===== config.mk =====
export PLATFORM = sky130hd
export DESIGN_NAME = mem_access_stage
export DESIGN_NICKNAME = d
export VERILOG_FILES = /design/src/rtl/mem_access_stage.sv
export SDC_FILE = /design/constraint.sdc
export NUM_CORES = 1
export LEC_CHECK = 0
export BUFFER_PORTS_ARGS = -buffer_cell sky130_fd_sc_hd__buf_2
export CAP_MARGIN = 0
export CORE_MARGIN = 5
export CORE_UTILIZATION = 35
export CTS_CLUSTER_SIZE = 8
export DETAILED_ROUTE_END_ITERATION = 7
export PLACE_DENSITY = 0.77
export SYNTH_ARGS = -nofsm -noshare
export SYNTH_HDL_FRONTEND = slang
export SYNTH_SLANG_ARGS = --single-unit

===== constraint.sdc =====
create_clock -name clk -period 2 [get_ports clk]
set_input_delay 0.3 -clock clk [delete_from_list [all_inputs] [get_ports clk]]
set_output_delay 0.3 -clock clk [all_outputs]
set_load 0.005 [all_outputs]

===== src/rtl/mem_access_stage.sv =====
// Memory stage: lane-aligned data-memory port, load extension, wait/timeout FSM and M/W register.
// Optional MEM_MISALIGN_TRAP_EN: misaligned half/word accesses trap instead of being forced aligned.
module mem_access_stage #(
    parameter int unsigned TIMEOUT_CYCLES = 16,
    parameter int unsigned CNT_W          = 5
) (
    input  logic        clk,
    input  logic        rst,
    input  logic [31:0] alu_out,
    input  logic [31:0] rs2_data,
    input  logic [4:0]  rd_index,
    input  logic [3:0]  dm_w_en,
    input  logic        wb_sel,
    input  logic        wb_en,
    input  logic [2:0]  func3,
    input  logic        ecall_sig,
    output logic        dm_req,
    output logic [3:0]  dm_we,
    output logic [31:0] dm_addr,
    output logic [31:0] dm_wdata,
    input  logic        dm_ready,
    input  logic [31:0] dm_rdata,
    output logic        stall_m,
    output logic [31:0] wb_data_reg,
    output logic [4:0]  rd_index_reg,
    output logic        wb_en_reg,
    output logic        ecall_sig_reg,
    output logic        bus_err
);
    localparam logic [0:0] ST_IDLE = 1'b0;
    localparam logic [0:0] ST_WAIT = 1'b1;

    logic [0:0]       r_state, w_state_nxt;
    logic [CNT_W-1:0] r_cnt, w_cnt_nxt;
    logic [31:0]      r_wb_data;
    logic [4:0]       r_rd_index;
    logic             r_wb_en, r_ecall, r_bus_err;

    logic        w_mem_op, w_is_store, w_is_byte, w_is_half, w_is_word;
    logic        w_misal, w_timeout_hit, w_req, w_done;
    logic [1:0]  w_off;
    logic [31:0] w_byte_sh, w_half_sh, w_load_ext;

    assign w_mem_op   = wb_sel | (dm_w_en != 4'b0000);
    assign w_is_store = (dm_w_en != 4'b0000);

    // Access size comes from the byte mask for stores and from func3 for loads.
    always_comb begin
        if (w_is_store) begin
            w_is_byte = (dm_w_en == 4'b0001);
            w_is_half = (dm_w_en == 4'b0011);
        end else begin
            w_is_byte = (func3[1:0] == 2'b00);
            w_is_half = (func3[1:0] == 2'b01);
        end
        w_is_word = ~w_is_byte & ~w_is_half;
    end

    assign w_off = w_is_byte ? alu_out[1:0] :
                   w_is_half ? {alu_out[1], 1'b0} : 2'b00;

`ifdef MEM_MISALIGN_TRAP_EN
    assign w_misal = w_mem_op & ((w_is_half & alu_out[0]) | (w_is_word & (alu_out[1:0] != 2'b00)));
`else
    assign w_misal = 1'b0;
`endif

    assign w_timeout_hit = (r_state == ST_WAIT) & w_mem_op & ~dm_ready
                         & (r_cnt == CNT_W'(TIMEOUT_CYCLES));
    assign w_req  = w_mem_op & ~w_misal & ~w_timeout_hit;
    assign w_done = w_req & dm_ready;

    assign dm_req   = w_req;
    assign dm_addr  = {alu_out[31:2], 2'b00};
    assign dm_we    = w_is_store ? (dm_w_en << w_off) : 4'b0000;
    assign dm_wdata = rs2_data << {w_off, 3'b000};
    assign stall_m  = w_req & ~dm_ready;

    always_comb begin
        w_byte_sh = dm_rdata >> {w_off, 3'b000};
        w_half_sh = dm_rdata >> {w_off[1], 4'b0000};
        case (func3)
            3'b000:  w_load_ext = {{24{w_byte_sh[7]}}, w_byte_sh[7:0]};
            3'b001:  w_load_ext = {{16{w_half_sh[15]}}, w_half_sh[15:0]};
            3'b100:  w_load_ext = {24'b0, w_byte_sh[7:0]};
            3'b101:  w_load_ext = {16'b0, w_half_sh[15:0]};
            default: w_load_ext = dm_rdata;
        endcase
    end

    always_comb begin
        w_state_nxt = r_state;
        w_cnt_nxt   = r_cnt;
        if (~w_mem_op | w_misal | dm_ready | w_timeout_hit) begin
            w_state_nxt = ST_IDLE;
            w_cnt_nxt   = '0;
        end else if (r_state == ST_IDLE) begin
            w_state_nxt = ST_WAIT;
            w_cnt_nxt   = CNT_W'(1);
        end else begin
            w_cnt_nxt   = r_cnt + CNT_W'(1);
        end
    end

    always_ff @(posedge clk or negedge rst) begin
        if (!rst) begin
            r_state    <= ST_IDLE;
            r_cnt      <= '0;
            r_wb_data  <= '0;
            r_rd_index <= '0;
            r_wb_en    <= 1'b0;
            r_ecall    <= 1'b0;
            r_bus_err  <= 1'b0;
        end else begin
            r_state <= w_state_nxt;
            r_cnt   <= w_cnt_nxt;
            if (~w_mem_op | w_done) begin
                r_wb_data  <= wb_sel ? w_load_ext : alu_out;
                r_rd_index <= rd_index;
                r_wb_en    <= wb_en;
                r_ecall    <= ecall_sig;
                r_bus_err  <= 1'b0;
            end else begin
                // Stall, timeout and misalign trap all retire as a bubble.
                r_wb_en    <= 1'b0;
                r_ecall    <= 1'b0;
                r_bus_err  <= w_timeout_hit | w_misal;
            end
        end
    end

    assign wb_data_reg   = r_wb_data;
    assign rd_index_reg  = r_rd_index;
    assign wb_en_reg     = r_wb_en;
    assign ecall_sig_reg = r_ecall;
    assign bus_err       = r_bus_err;
endmodule

==> impl_metrics.py <==
metrics = {
    "synthesis": {
        "synthTopCellsByArea": "dfrtp_1, nand2_1, mux2i_1, buf_4, a21oi_1",
        "synth_most_common_cell": "nand2_1",
        "ys.warnings.count": 0,
        "synth_area_um2": 3617,
        "synth.distinct_cells": 52,
        "ys_seq_area_share_pct": 31.82,
        "ys.flop_type": "dfrtp_1",
        "async_flop_share_pct": 100.0,
        "synth_top_cell_area_share_pct": 31.82,
        "avgSynthCellArea_um2": 7.898,
        "ys_ff_latch": 46,
        "synth-edff-count": 0,
        "netlist_instances": 458,
        "yosysTopAreaCell": "dfrtp_1",
        "synth_common_cells": "nand2_1, dfrtp_1, a21oi_1, buf_4, o21ai_0",
    },
    "sta": {
        "setup_viol": 0,
        "hold_viol": 0,
        "fin_worst_skew_ps": 7.688,
        "fin_crit_sh_pct": 98.33,
        "fin_ws_ps": 33.39,
        "setup_tns_ps": 0,
        "finalCriticalPeriod_ps": 1967,
        "max_freq_ghz": 0.5085,
        "drv_slew": 0,
        "rsz0062_at_grt": "yes",
    },
    "run": {
        "maxCapViolCount": 0,
    },
    "grt": {
        "grt_max_degree": 36,
        "antenna_found_initial": 1,
        "gr-total-overflow": 0,
        "grt_pass1_wl_um": 22230,
        "grt_pass1_vias": 4373,
        "track_usage_pct": 21.73,
    },
    "detailed_routing": {
        "drc": 0,
        "vias_per_cell": 5.363,
        "via_count": 4296,
        "dr.pass1.iters": 5,
        "detail-route-antenna-nets": 0,
        "dr.first_iter.drc_count": 365,
        "routed_wl_um": 14490,
        "routedWlPerCell_um": 18.09,
    },
    "final_layout": {
        "largest_register_ffs": 32,
        "syn2layout_area_growth_pct": 42.13,
        "layout-drive-gt1-share_pct": 44.34,
        "fin_nets": 778,
    },
    "clock_tree": {
        "cts_num_sinks": 46,
        "cts_tree": "yes",
        "cts_buffers": 5,
        "max-clock-path-buffers": 2,
        "clkLatencyLatePin_ps": 300,
        "path_clk_slew_ps": 90,
        "ctsRootBufferMaster": "clkbuf_8",
        "cts.htree.levels": 2,
    },
    "critical_path": {
        "crit_type": "input port to output pin",
        "cp.arrival_ps": 1670,
        "crit_slowest_cell": "or4b_4",
        "worstPathMaxFanout": 10,
        "cp_cell_sequence": "buf_8 -> or4b_4 -> nor2_8 -> buf_4 -> clkbuf_16 -> o21ai_0 -> buf_2",
        "slowest_delay_ps": 570,
        "cp.required_ps": 1700,
        "worst_setup_path_start_kind": "input port",
        "cp-end-kind": "output pin",
    },
    "run_status": {
        "status": "finished, final reports clean",
    },
    "power_and_ir_drop": {
        "clockPowerShare_pct": 25.9,
        "seqPwrFrac_pct": 40.4,
        "internal-power_mw": 1.832,
        "p_total_mw": 2.677,
        "p_per_area_nw_per_um2": 520.7,
        "ir_drop_v": 0.0004676,
        "power_switching_uw": 844.7,
        "leakage_nw": 2.604,
        "p_comb_share_pct": 33.6,
        "swShare_pct": 31.56,
    },
    "die": {
        "die_w_um": 111.7,
        "num_rows": 37,
        "core_area_um2": 10180,
        "die_height_um": 111.7,
        "initial_core_util_pct": 35.52,
        "ioPinCount": 224,
        "die_area_um2": 12470,
    },
    "placed_design": {
        "dp_slack_ps": -181.4,
        "gp_congestion": 0.9060,
        "port_buffers": 221,
        "dpl.hpwl_um": 11530,
    },
    "min_path": {
        "hp-class": "input port to flop",
    },
}
logic make-up (layout without fill, tap and decap cells):
kind of cell | Yosys count | count (layout) | share of synthesized area (%)
AOI/OAI and AO/OA | 130 | 130 | 23.76
xor gates and xnor gates | 3 | 3 | 0.7265
adders and majority gates | 2 | 2 | 0.6917
buffers and inverters | 79 | 283 | 12.11
DFF | 46 | 46 | 31.82
muxes | 31 | 31 | 9.132
other | 1 | 4 | 0.1037
and+or+nand+nor | 166 | 166 | 21.65
stage by stage:
stage,area [um2],hold WS [ps],utilization (%),std cells
after floorplan,3640,4.409,-,459
after global placement,4847,213.7,47.59,782
after detailed placement,4847,219.3,47.59,782
after CTS,4984,195.3,48.93,792
after global routing,5139,189.8,50.45,800
final,5141,196.4,50.48,801
path summary, 6_finish.rpt:
check	cells after the start	end	slack, ps	startpoint
min	3	rd_index_reg[3]	200	rd_index[3]
max reg2reg	7	r_cnt[4]	610	r_cnt[0]
max in group asynchronous	3	rd_index_reg[2]	1080	rst
min reg2reg	2	rd_index_reg[1]	470	rd_index_reg[1]
max	7	dm_wdata[19]	30	dm_w_en[3]
min in group asynchronous	2	wb_data_reg[29]	430	rst
layer usage:
| layer | GRT usage, % | part of all wire [%] | vias to the layer above | routed length [um] |
|---|---|---|---|---|
| met5 | 0 | 0 | - | 0 |
| met4 | 7.056 | 3.0 | 0 | 430 |
| met3 | 4.402 | 8.2 | 31 | 1183 |
| met2 | 39.25 | 51 | 241 | 7440 |
| met1 | 25.67 | 37 | 2020 | 5432 |
| li1 | - | - | 2004 | - |
power by group through the flow:
stage	Combinational, mW	Clock (mW)	Sequential [mW]
detailed placement	0.875	0	1.10
floorplan	0.413	0	1.10
CTS	0.883	0.708	1.08
finish	0.901	0.694	1.08
global route	0.992	0.748	1.10
global placement	0.853	0	1.10
worst max-delay path, delay by kind of cell:
kind / cells / cell delay [ps]
AOI/OAI and AO/OA: 1 / 100
buffers and inverters: 4 / 520
and+or+nand+nor: 2 / 750
cells in the final DEF (no fill, tap or decap), types with 2 or more instances in the layout:
master     count
o22ai_1       10
a21oi_2        6
inv_1         14
o21bai_1       5
clkbuf_16      3
a21oi_1       36
o21ai_0       31
and3_1        17
a31oi_1        3
conb_1         2
nand4b_1       2
mux2i_1       23
a2bb2oi_1      2
or3_1         20
clkbuf_8       5
nand3b_1       2
o221ai_1       5
mux2_2         6
diode_2        2
o211a_1        2
and2_1         2
nor2_1        27
a221oi_1       7
nand2_1       82
ha_1           2
o21ai_2        2
buf_2        219
xor2_1         2
o31a_1         3
buf_12         7
nand3_1        3
a22oi_1        6
dfrtp_1       46
nor3_1         5
buf_4         28
cell type report:
class / count / area (um2)
timing repair buffer: 260 / 1558
sequential: 46 / 1151
tap: 136 / 170.2
fill: 1008 / 5044
multi-input combinational: 334 / 2091
inverter: 15 / 56.30
clock buffer: 6 / 72.57
antenna: 2 / 5.005
clock inverter: 2 / 37.54
timing repair:
action,in CTS,in global routing
endpoints found under the hold margin,11,0
hold buffers,1,0
setup buffers,1,4
endpoints found under the setup margin,12,26
resized for setup,2,12
gates cloned,0,3
pin swaps,2,4
Power figures use the tool's default switching activity.
